$ cat config.mk
export PLATFORM = sky130hd
export DESIGN_NAME = search_mul_thr
export DESIGN_NICKNAME = d
export VERILOG_FILES = /design/src/rtl/search_mul_thr.sv
export SDC_FILE = /design/constraint.sdc
export NUM_CORES = 1
export LEC_CHECK = 0
export CAP_MARGIN = 20
export CORE_MARGIN = 10
export CORE_UTILIZATION = 35
export CTS_CLUSTER_DIAMETER = 120
export DETAILED_ROUTE_END_ITERATION = 8
export GPL_ROUTABILITY_DRIVEN = 0
export SLEW_MARGIN = 15
export SYNTH_ARGS = -nofsm -noshare
export SYNTH_HDL_FRONTEND = slang
export SYNTH_SLANG_ARGS = --single-unit
$ cat constraint.sdc
create_clock -name clock -period 15.7 [get_ports clock]
set_input_delay 3.925 -clock clock [delete_from_list [all_inputs] [get_ports clock]]
set_output_delay 3.925 -clock clock [all_outputs]
set_load 0.02 [all_outputs]
$ cat src/rtl/search_mul_thr.sv
// Sequential threshold search: steps x until x*y crosses THR in the latched
// direction, or until all 2^N probe values have been tried.
module search_mul_thr #(
    parameter int unsigned      N   = 8,
    parameter logic [2*N-1:0]   THR = 16'hABBA
) (
    input  logic           clock,
    input  logic           reset,
    input  logic           soc,
    input  logic           mode,
    input  logic [N-1:0]   y,
    output logic           eoc,
    output logic [N-1:0]   x,
    output logic [2*N-1:0] out,
    output logic           found
);

    typedef enum logic [1:0] {IDLE, ARMED, STEP, TEST} state_t;

    localparam logic [N:0] LAST_CNT = {1'b1, {N{1'b0}}};

    state_t         state_q;
    logic [N-1:0]   x_q;
    logic [2*N-1:0] out_q;
    logic           eoc_q;
    logic           found_q;
    logic           mode_q;
    logic [N:0]     cnt_q;

    logic [2*N-1:0] prod_d;
    logic           hit_d;
    logic           last_d;

    // Operands are widened first so the product keeps all 2N bits.
    always_comb begin
        prod_d = {{N{1'b0}}, x_q} * {{N{1'b0}}, y};
        hit_d  = mode_q ? (prod_d <= THR) : (prod_d >= THR);
        last_d = (cnt_q == LAST_CNT);
    end

    always_ff @(posedge clock or posedge reset) begin
        if (reset) begin
            state_q <= IDLE;
            x_q     <= '0;
            out_q   <= '0;
            eoc_q   <= 1'b1;
            found_q <= 1'b0;
            mode_q  <= 1'b0;
            cnt_q   <= '0;
        end else begin
            unique case (state_q)
                IDLE: begin
                    if (soc) begin
                        state_q <= ARMED;
                        eoc_q   <= 1'b0;
                        found_q <= 1'b0;
                    end
                end
                ARMED: begin
                    if (!soc) begin
                        state_q <= STEP;
                        mode_q  <= mode;
                        cnt_q   <= '0;
                    end
                end
                STEP: begin
                    x_q     <= x_q + 1'b1;
                    cnt_q   <= cnt_q + 1'b1;
                    state_q <= TEST;
                end
                TEST: begin
                    out_q <= {x_q, y};
                    // A hit on the final probe still counts as found.
                    if (hit_d) begin
                        found_q <= 1'b1;
                        eoc_q   <= 1'b1;
                        state_q <= IDLE;
                    end else if (last_d) begin
                        found_q <= 1'b0;
                        eoc_q   <= 1'b1;
                        state_q <= IDLE;
                    end else begin
                        state_q <= STEP;
                    end
                end
                default: state_q <= IDLE;
            endcase
        end
    end

    assign eoc   = eoc_q;
    assign x     = x_q;
    assign out   = out_q;
    assign found = found_q;

endmodule

* Word-level counts from Yosys, hierarchy flattened
Cells that the tools add are included.
** Word-level totals
- Bits in registers :: 38
- Output and inout port bits :: 26
** Cells by class
- Eq/ne operators :: 7
- Order comparisons :: 2
- Reductions and logical operators :: 7
- $add $sub $neg :: 2
- Mux-type cells :: 15
- $mul :: 1
- Bitwise operators :: 1
** Operator list (count)
- one-hot mux 9 bit (2 select lines) :: 1
- >= comparator 16 bit, second input constant :: 1
- less-or-equal comparator 16 bit, second input constant :: 1
- multiplier 8 x 8 -> 16 bit :: 1
- adder 9 x 1 -> 9 bit, second input constant :: 1
- == test 9 bit, second input constant :: 1
- two-way mux 9 bit :: 1
- adder 8 x 1 -> 8 bit, second input constant :: 1
- two-way mux 2 bit :: 4
- one-hot mux 2 bit (4 select lines) :: 1
- two-way mux 1 bit :: 6
- AND reduction 2 bit :: 3
- == test 2 bit, second input constant :: 2
- != test 2 bit, second input constant :: 2
- one-hot mux 1 bit (2 select lines) :: 2
- nonzero test 2 bit :: 2
- != test 3 bit, second input constant :: 1
- AND reduction 3 bit :: 1
- == test 2 x 1 -> 1 bit, second input constant :: 1
- logical NOT 2 bit :: 1
- NOT 1 bit :: 1

* Depth between registers and ports, before layout
- Depth in word-level cells :: 5
- Mapped depth :: 20
- Mapped depth without buffers :: 19

* Worst setup path after synthesis
OpenSTA, ideal clock, no wires.
- Kind :: in2reg
- Start :: input port y[7]
- End :: register eoc_q (netlist: eoc)
- Library setup time :: 0.077 ns
- Path slack :: 6.942 ns
- Cell stages on the path :: 17
- Buffers on the path :: 0
- Data arrival time :: 8.681 ns
- Path through :: and2_1 > fa_1 > fa_1 > fa_1 > inv_1 > fa_1 > inv_1 > ha_1 > or2_1 > a221o_1 > and2_1 > o311ai_0 > and4b_1 > nand4b_1 > nand3_1 > or3b_1 > a21bo_1
** On the way
- Word-level cells in the longest chain between the ends :: 5
- Elaborated cells between the ends (all ways) :: 8
** RTL lines
- from (decl) :: line 11 : input logic [N-1:0] y,
- multiplier 8 x 8 -> 16 bit * :: line 36 : prod_d = {{N{1'b0}}, x_q} * {{N{1'b0}}, y};
- >= comparator 16 bit / less-or-equal comparator 16 bit (equally long branches) :: line 37 : hit_d = mode_q ? (prod_d <= THR) : (prod_d >= THR);
- two-way mux 1 bit * :: line 37
- != test 3 bit (no source line) / two-way mux 1 bit (equally long branches)
- AND reduction 3 bit (no source line) / one-hot mux 1 bit (2 select lines) (equally long branches)
- to (signal assigned) :: line 46 : eoc_q <= 1'b1;
- to (signal assigned) :: line 55 : eoc_q <= 1'b0;
- to (signal assigned) :: line 76 : eoc_q <= 1'b1;
- to (decl) :: line 25 : logic eoc_q;
Every way passes the cells marked *; elsewhere a longest branch is shown, timed or not.
A chain may end at the register's enable or synchronous reset.

* Worst setup path after layout
- Start :: input port y[4]
- End :: register eoc_q (netlist: eoc)
The elaborated chain is that of the path after synthesis.

==> results_dict.tcl <==
set metrics [dict create \
    outcome "finished, final reports clean" \
    row_count 38 \
    cts_resized 0 \
    synth_edf_count 0 \
    critPathLaunchType "input port" \
    synth_nets 500 \
    setup_violations 0 \
    ant_nets 0 \
    antenna_found_initial 0 \
    finalHoldViolCount 0 \
    fin_crit_ns 9.46 \
    worstSetupPathType "in2reg" \
    grt_pass1_wl_um 15700 \
    die_h_um 126 \
    netlist_instances 413 \
    grt_usage_pct 11.7 \
    yosysSeqAreaShare_pct 24.1 \
    p_comb_share_pct 69.2 \
    p_per_area_nw_per_um2 229 \
    synthToLayoutAreaGrowth_pct 17.8 \
    internal-power_mw 0.566 \
    ios 38 \
    synthDistinctLibCells 48 \
    ys_top_cells_by_area "dfrtp_1 23%, fa_1 18%, ha_1 12%" \
    cp_slowest_cell "clkdlybuf4s50_1" \
    grt_start_max_net_pins 39 \
    io_buffers 37 \
    first_pass_iters 4 \
    syn_area_per_cell_um2 9.56 \
    numCtsBuffers 5 \
    initialDrtViolationCount 155 \
    worst_slew_pin_slew_ns 0.830 \
    ys_ff_latch 38 \
    rsz0062_at_grt "no" \
    clk_pin_slew_worst_paths_ns 0.06 \
    die_area_um2 15900 \
    fin_nets 533 \
    arrival_ns 9.66 \
    synthFlopType "dfrtp_1" \
    core_um2 10900 \
    max-vdd-ir-drop_mv 0.0905 \
    path_buf_inv 3 \
    hold_buffers 0 \
    crit_top_cell "fa_1" \
    start_util_pct 36.1 \
    slew-limit-headroom_pct 44.6 \
    dp_hpwl_um 7130 \
    diodes 0 \
    drcViolationCount 0 \
    drv_cap 0 \
    synth-async-reset-ratio_pct 100 \
    fmax_mhz 106 \
    cts_sinks 38 \
    crit_family "adder cells" \
    wl_per_cell_um 15.2 \
    cpPeakStageDelay_ns 0.59 \
    synth_top_cell_by_area "dfrtp_1" \
    fin_util_pct 42.5 \
    cts_tree "built" \
    final.setup.tns_ns 0 \
    period_share_pct 60.2 \
    required_ns 15.91 \
    pwr-share-seq_pct 18.5 \
    final_layout_size_suffix_gt1_share_pct 7.38 \
    yosysWarnings 0 \
    clk_path_buf_depth 2 \
    cts_root_buf "clkbuf_16" \
    switching_share_pct 46.9 \
    grt-ovfl-total 0 \
    power.switching_mw 0.500 \
    die_w_um 126 \
    cts_setup_buffers 0 \
    vias 2969 \
    cts.htree.levels 2 \
    wl_um 8910 \
    grt_pass1_vias 3124 \
    power_frac_clock_pct 12.2 \
    leakage_nw 2.24 \
    path_cells "clkdlybuf4s50_1, and2_1, fa_1, fa_1, fa_1, inv_1, fa_1, inv_1, ha_1, or2_1, a221o_1, and2_1, o311ai_0, and4b_1, nand4b_1, nand3_1, or3b_1, a21bo_1" \
    vias_per_cell 5.06 \
    yosysTopAreaCellShare_pct 23.5 \
    slew_viol_final 0 \
    cp-end-kind "flip-flop" \
    skew_ns 0.00641 \
    clock_latency_ns 0.28 \
    synth_area_um2 3950 \
    hold_class "reg2reg" \
    path_max_fanout 9 \
]
==> state kept, by name, summed over array words and instances (netlist names) <==
signal,cells
x,8
found,1
out,16
mode_q,1
eoc,1
cnt_q,9
state_q,2
==> synthesized netlist by cell type, drive strengths merged (3+ instances only) <==
cell type	instances
xnor2	14
dfrtp	37
nor4	3
nand4	8
a2111oi	3
fa	36
ha	39
mux2	16
nand2b	4
clkbuf	12
and2	53
inv	50
nor2	10
nand3	11
nor2b	4
and3	10
or2	3
nor3	4
nand2	29
o21ai	19
a21oi	14
xor2	4
a211oi	5
==> final timing paths <==
path                       depth (start not counted)    start      end  slack, ns
setup / recovery                                  18     y[4]      eoc       6.24
max in group asynchronous                          3    reset      eoc      11.28
hold reg to reg                                    1  out[10]  out[10]       0.50
min in group asynchronous                          3    reset     x[2]       4.06
setup reg to reg                                  17     x[2]      eoc       9.88
hold / removal                                     1  out[10]  out[10]       0.50
==> layout make-up <==
class	instances	area [µm²]
fillers	1057	6290
multi-input cells	313	2760
flip-flops and latches	38	952
repair buffers	38	378
inverters	50	188
well taps	140	175
clock buffers	5	125
clock inverters	3	68.8
==> power by group through the flow <==
| stage | registers [mW] | logic, mW | clock network, mW |
|---|---|---|---|
| after CTS | 0.198 | 0.751 | 0.133 |
| after global placement | 0.199 | 0.728 | 0 |
| final | 0.198 | 0.738 | 0.130 |
| after floorplan | 0.198 | 0.545 | 0 |
| after detailed placement | 0.199 | 0.745 | 0 |
| after global routing | 0.206 | 0.849 | 0.137 |
==> through the flow <==
stage | std cells | area, µm² | worst slack, ns | hold slack (ns) | total power, mW
floorplan | 413 | 3950 | 6.94 | 0.457 | 0.743
global placement | 579 | 4460 | 6.05 | 0.482 | 0.927
detailed placement | 579 | 4460 | 5.94 | 0.485 | 0.944
CTS | 587 | 4650 | 6.23 | 0.497 | 1.08
global route | 587 | 4650 | 5.88 | 0.520 | 1.19
finish | 587 | 4650 | 6.24 | 0.504 | 1.07
==> metal layers <==
metal | routed length [µm] | share of wire [%] | vias to the layer above | GRT usage (%)
li1 | - | - | 1456 | -
met1 | 4210 | 47 | 1459 | 15.7
met2 | 4200 | 47 | 48 | 18.7
met3 | 408 | 4.6 | 6 | 2.43
met4 | 95 | 1.1 | 0 | 2.68
met5 | 0 | 0 | - | 0
==> logic make-up (layout without fill, tap and decap cells) <==
kind of cell    count (synthesis)  count (layout)  share of synthesized area (%)
buf+inv                        62              96                           5.90
fa+ha+maj                      75              75                           30.6
simple gates                  148             148                           21.2
compound gates                 56              56                           9.64
mux                            16              16                           4.56
xor+xnor                       18              18                           3.99
flops                          38              38                           24.1
==> cells in the final DEF (no fill, tap or decap), drive strengths merged, types with 3 or more instances in the layout <==
cell	instances
and2	53
inv	50
ha	39
dfrtp	37
clkdlybuf4s50	37
fa	36
nand2	29
o21ai	19
mux2	16
xnor2	14
a21oi	14
nand3	11
nor2	10
and3	10
nand4	8
a211oi	5
clkbuf	5
xor2	4
nand2b	4
nor2b	4
nor3	4
nor4	3
a2111oi	3
or2	3
(Power assumes the default switching activity.)
